--- src/rtl/mem_arbiter.sv ---
// mem_arbiter: round-robin IF/LS arbiter for the byte-wide RAM/IO port; little-endian bursts, one byte per cycle, done pulse k+1 cycles after grant.
// Backpressure: rdy=0 freezes all state; define IO_BACKPRESSURE_EN to stall IO-region writes while io_buffer_full is high.
module mem_arbiter #(
    parameter logic [1:0] IO_ADDR_HI = 2'b11
) (
    input  logic        clk,
    input  logic        rst,
    input  logic        rdy,
    input  logic        clear,
    input  logic        if_req,
    input  logic [31:0] if_addr,
    output logic        if_done,
    output logic [31:0] if_data,
    input  logic        ls_sig,
    input  logic        load_or_store,
    input  logic [2:0]  len,
    input  logic [31:0] ls_addr,
    input  logic [31:0] store_val,
    output logic        ls_done,
    output logic [31:0] ls_data,
    input  logic [7:0]  mem_din,
    output logic [7:0]  mem_dout,
    output logic [31:0] mem_a,
    output logic        mem_wr,
    input  logic        io_buffer_full
);

    typedef enum logic [1:0] {S_IDLE, S_READ, S_WRITE, S_DONE} state_t;

    state_t      r_state;
    state_t      w_next;
    logic        r_first;
    logic        r_last_ls;
    logic        r_serve_if;
    logic [2:0]  r_len;
    logic [2:0]  r_cnt;
    logic [31:0] r_mem_a;
    logic [7:0]  r_mem_dout;
    logic        r_mem_wr;
    logic [23:0] r_wdat;
    logic [31:0] r_rbuf;
    logic        r_if_done;
    logic        r_ls_done;
    logic [31:0] r_if_data;
    logic [31:0] r_ls_data;

    logic        w_grant;
    logic        w_grant_if;
    logic        w_store_grant;
    logic        w_last;
    logic        w_stall;
    logic [31:0] w_rword;

    // Tie: IF wins on the very first grant after reset, afterwards whoever was not served last.
    assign w_grant_if    = if_req & (~ls_sig | r_first | r_last_ls);
    assign w_grant       = (r_state == S_IDLE) & ~clear & (if_req | ls_sig);
    assign w_store_grant = w_grant & ~w_grant_if & load_or_store;
    assign w_last        = (r_cnt == r_len - 3'd1);
    assign w_rword       = r_rbuf | (32'(mem_din) << {r_cnt[1:0], 3'b000});

`ifdef IO_BACKPRESSURE_EN
    assign w_stall = (r_state == S_WRITE) & (r_mem_a[17:16] == IO_ADDR_HI) & io_buffer_full;
`else
    logic w_unused_io;
    assign w_stall     = 1'b0;
    assign w_unused_io = io_buffer_full & (r_mem_a[17:16] == IO_ADDR_HI);
`endif

    assign mem_wr   = r_mem_wr & rdy & ~w_stall;
    assign mem_a    = r_mem_a;
    assign mem_dout = r_mem_dout;
    assign if_done  = r_if_done;
    assign if_data  = r_if_data;
    assign ls_done  = r_ls_done;
    assign ls_data  = r_ls_data;

    always_ff @(posedge clk) begin
        if (rst)
            r_state <= S_IDLE;
        else if (rdy)
            r_state <= w_next;
    end

    always_comb begin
        w_next = r_state;
        case (r_state)
            S_IDLE:  if (w_grant) w_next = w_store_grant ? S_WRITE : S_READ;
            S_READ:  if (clear) w_next = S_IDLE;
                     else if (w_last) w_next = S_DONE;
            // Committed stores ignore clear and always run to completion.
            S_WRITE: if (!w_stall && w_last) w_next = S_DONE;
            S_DONE:  w_next = S_IDLE;
            default: w_next = S_IDLE;
        endcase
    end

    always_ff @(posedge clk) begin
        if (rst) begin
            r_first    <= 1'b1;
            r_last_ls  <= 1'b0;
            r_serve_if <= 1'b1;
            r_len      <= 3'd0;
            r_cnt      <= 3'd0;
            r_mem_a    <= 32'd0;
            r_mem_dout <= 8'd0;
            r_mem_wr   <= 1'b0;
            r_wdat     <= 24'd0;
            r_rbuf     <= 32'd0;
            r_if_done  <= 1'b0;
            r_ls_done  <= 1'b0;
            r_if_data  <= 32'd0;
            r_ls_data  <= 32'd0;
        end else if (rdy) begin
            r_if_done <= 1'b0;
            r_ls_done <= 1'b0;
            case (r_state)
                S_IDLE: begin
                    if (w_grant) begin
                        r_first    <= 1'b0;
                        r_last_ls  <= ~w_grant_if;
                        r_serve_if <= w_grant_if;
                        r_len      <= w_grant_if ? 3'd4 : len;
                        r_cnt      <= 3'd0;
                        r_mem_a    <= w_grant_if ? if_addr : ls_addr;
                        r_rbuf     <= 32'd0;
                        r_mem_wr   <= w_store_grant;
                        if (w_store_grant) begin
                            r_mem_dout <= store_val[7:0];
                            r_wdat     <= store_val[31:8];
                        end
                    end
                end
                S_READ: begin
                    if (!clear) begin
                        r_rbuf <= w_rword;
                        if (w_last) begin
                            if (r_serve_if) begin
                                r_if_data <= w_rword;
                                r_if_done <= 1'b1;
                            end else begin
                                r_ls_data <= w_rword;
                                r_ls_done <= 1'b1;
                            end
                        end else begin
                            r_cnt   <= r_cnt + 3'd1;
                            r_mem_a <= r_mem_a + 32'd1;
                        end
                    end
                end
                S_WRITE: begin
                    if (!w_stall) begin
                        if (w_last) begin
                            r_mem_wr  <= 1'b0;
                            r_ls_done <= 1'b1;
                        end else begin
                            r_cnt      <= r_cnt + 3'd1;
                            r_mem_a    <= r_mem_a + 32'd1;
                            r_mem_dout <= r_wdat[7:0];
                            r_wdat     <= {8'h00, r_wdat[23:8]};
                        end
                    end
                end
                default: ;
            endcase
        end
    end

endmodule

--- config.mk ---
export PLATFORM = sky130hd
export DESIGN_NAME = mem_arbiter
export DESIGN_NICKNAME = d
export VERILOG_FILES = /design/src/rtl/mem_arbiter.sv
export SDC_FILE = /design/constraint.sdc
export NUM_CORES = 1
export LEC_CHECK = 0
export CORE_AREA = 3 3 130 132
export CTS_BUF_LIST = sky130_fd_sc_hd__clkbuf_16
export CTS_CLUSTER_SIZE = 14
export DETAILED_ROUTE_END_ITERATION = 10
export DIE_AREA = 0 0 133 135
export PLACE_DENSITY_LB_ADDON = 0.12
export SETUP_SLACK_MARGIN = 0.1
export SLEW_MARGIN = 20
export SYNTH_ARGS = -nofsm -noshare
export SYNTH_HDL_FRONTEND = slang
export SYNTH_SLANG_ARGS = --single-unit
--- constraint.sdc ---
create_clock -name clk -period 6.6 [get_ports clk]
set_input_delay 1.32 -clock clk [delete_from_list [all_inputs] [get_ports clk]]
set_output_delay 1.32 -clock clk [all_outputs]
set_load 0.02 [all_outputs]
==> out/qor.yml <==
run_status:
  status: "completed"
global_routing:
  grt_pass1_wl_um: 36100
  antenna_found_initial: 0
  grt_overflow: 0
  grt_usage_pct: 24.5
  grt_max_degree: 97
  grt_pass1_vias: 6890
routing:
  drt_wl_total_um: 22800
  via_per_inst: 5.74
  drc: 0
  vias: 7513
  drt-initial-drc-count: 530
  first_pass_iters: 5
  drt.antenna.violating_nets: 0
  wire_per_inst_um: 17.4
timing:
  setup_viol: 0
  fmax_ghz: 0.243
  slew_viol_final: 0
  tightest_slew_ns: 1.03
  max_slew_margin_pct: 31.1
  final.period_utilization_pct: 62.4
  min_period_ns: 4.12
  fin_tns_setup_ns: 0
  hold_viol_final: 0
  timing.hold.ws_ns: 0.475
  rsz0062_at_grt: "false"
  final.setup_skew_ns: 0.0113
worst_setup_path:
  arrival_ns: 2.80
  crit_start: "rdy"
  cpMostUsedCell: "clkdlybuf4s50_1"
  start_kind: "primary input"
  r2r-end: "mem_a[29]$_SDFFE_PP0P_"
  crit_path_end: "mem_wr"
  cp.required_ns: 5.28
  path_max_fanout: 10
  ff2ff_path_depth: 7
  cpPeakStageDelay_ns: 0.69
  crit_path_end_kind: "primary output"
  reg2reg_from: "r_state[0]$_SDFFE_PP0P_"
  r2r_slack_ns: 3.03
  crit_chain: "clkdlybuf4s50_1 > and2_1 > clkdlybuf4s50_1"
  crit_type: "primary input to primary output"
  crit_slowest_cell: "clkdlybuf4s50_1"
die:
  rows: 46
  core_sq_um: 15800
  start_util_pct: 49.4
  dieArea_sq_um: 18000
  die_h_um: 135
  top_level_ports: 222
  die_w_um: 133
synthesis:
  synth_edf_count: 0
  synth_top_cells_by_area: "dfxtp_1 (45%), a211oi_1 (9.8%), nor2_1 (7.0%), a21oi_1 (4.9%), mux2i_1 (3.7%)"
  synth_area_sq_um: 7820
  syn_inst: 918
  yosysSeqAreaShare_pct: 44.5
  synth-main-ff-cell: "dfxtp_1"
  synth.most_common_cell: "dfxtp_1"
  yosys-top-cells-count: "dfxtp_1 (174), nor2_1 (146), a211oi_1 (102)"
  yosysTopAreaCellShare_pct: 44.5
  async_flop_share_pct: 0
  yosysWarnings: 0
  avgSynthCellArea_sq_um: 8.52
  ys_ff_latch: 174
  synth_top_cell_by_area: "dfxtp_1"
  synth_nets: 1040
  synth_cell_type_count: 58
clock_network:
  cts_resized: 0
  clk_latency_ns: 0.43
  ctsHoldBuffers: 0
  postCtsSetupRepairBufs: 0
  cts_tree: "yes"
  cts_buffers: 17
  cts.clk_slew.worst_paths_ns: 0.06
  clk_path_buf_depth: 2
  clkSinkCount: 174
  htreeDepth: 4
  clock-root-buffer: "clkbuf_16"
power:
  leakage_nw: 3.57
  power.density_nw_per_um2: 233
  ir_drop_v: 0.000176
worst_hold_path:
  hp-class: "register to register"
finish:
  antenna_cells: 0
  layout-drive-gt1-share_pct: 5.67
  nFillCells: 1376
  nets: 1203
  syn_to_final_growth_pct: 35.9
  postLayoutCoreUtil_pct: 67.1
flow_run:
  max-cap-violations: 0
placement:
  hpwl_um: 15500
  place_congestion: 0.892
  portBuffers: 220
## stage by stage
| stage | cells | cell area (sq um) | power, mW | worst slack (ns) |
|---|---|---|---|---|
| 6_report | 1309 | 10600 | 2.47 | 2.48 |
| 4_1_cts | 1309 | 10600 | 2.48 | 2.48 |
| 3_5_place_dp | 1278 | 10000 | 1.49 | 2.41 |
| 2_1_floorplan | 918 | 7820 | 1.33 | 3.45 |
| 5_1_grt | 1309 | 10600 | 2.56 | 2.37 |
| 3_3_place_gp | 1278 | 10000 | 1.49 | 2.41 |
## worst min path at each step
stage                                       start                       to  depth (start not counted)
after floorplan           r_wdat[16]$_SDFFE_PP0P_  r_wdat[16]$_SDFFE_PP0P_                          1
after global placement    r_wdat[20]$_SDFFE_PP0P_  r_wdat[20]$_SDFFE_PP0P_                          1
after detailed placement  r_wdat[19]$_SDFFE_PP0P_  r_wdat[19]$_SDFFE_PP0P_                          1
after CTS                    r_first$_SDFFE_PP1P_     r_first$_SDFFE_PP1P_                          2
after global routing      r_wdat[19]$_SDFFE_PP0P_  r_wdat[19]$_SDFFE_PP0P_                          1
final                     r_wdat[22]$_SDFFE_PP0P_  r_wdat[22]$_SDFFE_PP0P_                          1
## per-layer routing
layer / up-vias / wire length [um] / global-route usage, %
li1: 3726 / - / -
met1: 3497 / 10500 / 33.6
met2: 256 / 10300 / 38.3
met3: 34 / 1560 / 6.00
met4: 0 / 475 / 7.51
met5: - / 0 / 0
## placed cells by master (no fill, tap or decap), types with 3 or more instances in the layout
cell | synthesis | routed
a2111oi_0 | 3 | 3
a311oi_1 | 5 | 5
buf_4 | 0 | 11
nor3_1 | 11 | 10
and2_1 | 3 | 3
o31ai_1 | 7 | 7
inv_1 | 12 | 12
inv_6 | 0 | 4
ha_1 | 7 | 6
mux2_2 | 8 | 8
clkdlybuf4s50_1 | 0 | 219
a21oi_1 | 76 | 75
a21o_1 | 4 | 4
a31oi_1 | 8 | 8
mux2i_1 | 29 | 29
dfxtp_1 | 174 | 174
nor2b_1 | 4 | 4
nor4_1 | 7 | 7
o21a_1 | 4 | 4
a22o_1 | 8 | 8
a22oi_1 | 36 | 36
nand2_1 | 30 | 29
o22ai_1 | 5 | 5
nor2_1 | 146 | 146
a211oi_1 | 102 | 102
and3_1 | 18 | 18
o211ai_1 | 5 | 5
clkbuf_16 | 0 | 17
nand3_1 | 33 | 33
o21ai_0 | 42 | 42
and4_1 | 6 | 6
nand4_1 | 4 | 4
## cells by family after synthesis
family	share of synthesized area (%)
adder cells (fa/ha/maj)	1.12
flip-flops	44.5
XOR/XNOR	0.512
AO/OA/AOI/OAI	27.5
buffers and inverters	5.01
AND/OR/NAND/NOR	16.4
multiplexers	4.86
## sequential cells by signal, indices dropped and copies added (netlist names)
| signal | count |
|---|---|
| r_len | 3 |
| if_done | 1 |
| r_cnt | 3 |
| r_rbuf | 32 |
| r_mem_wr | 1 |
| r_state | 2 |
| r_first | 1 |
| ls_data | 32 |
| if_data | 32 |
| r_wdat | 24 |
| r_last_ls | 1 |
| mem_a | 32 |
| mem_dout | 8 |
| r_serve_if | 1 |
| ls_done | 1 |
## worst max-delay path, delay by kind of cell
family | cells | cell delay (ns)
AND/OR/NAND/NOR | 1 | 0.19
buffers and inverters | 2 | 1.29
## cell type report
type,count,area (sq um),share of cell area [%]
multi-input combinational,645,3970,37.3
tap,216,270,2.54
timing repair buffer,230,2270,21.4
inverter,13,48.8,0.459
sequential,174,3480,32.8
clock buffer,17,425,4.00
clock inverter,14,156,1.47
## report_power, final
| part | total [mW] | switching (mW) | internal (mW) |
|---|---|---|---|
| sequential | 1.12 | 0.0325 | 1.08 |
| combinational | 0.357 | 0.190 | 0.167 |
| clock | 0.999 | 0.435 | 0.564 |
| total | 2.47 | 0.658 | 1.82 |
Power figures use the tool's default switching activity.
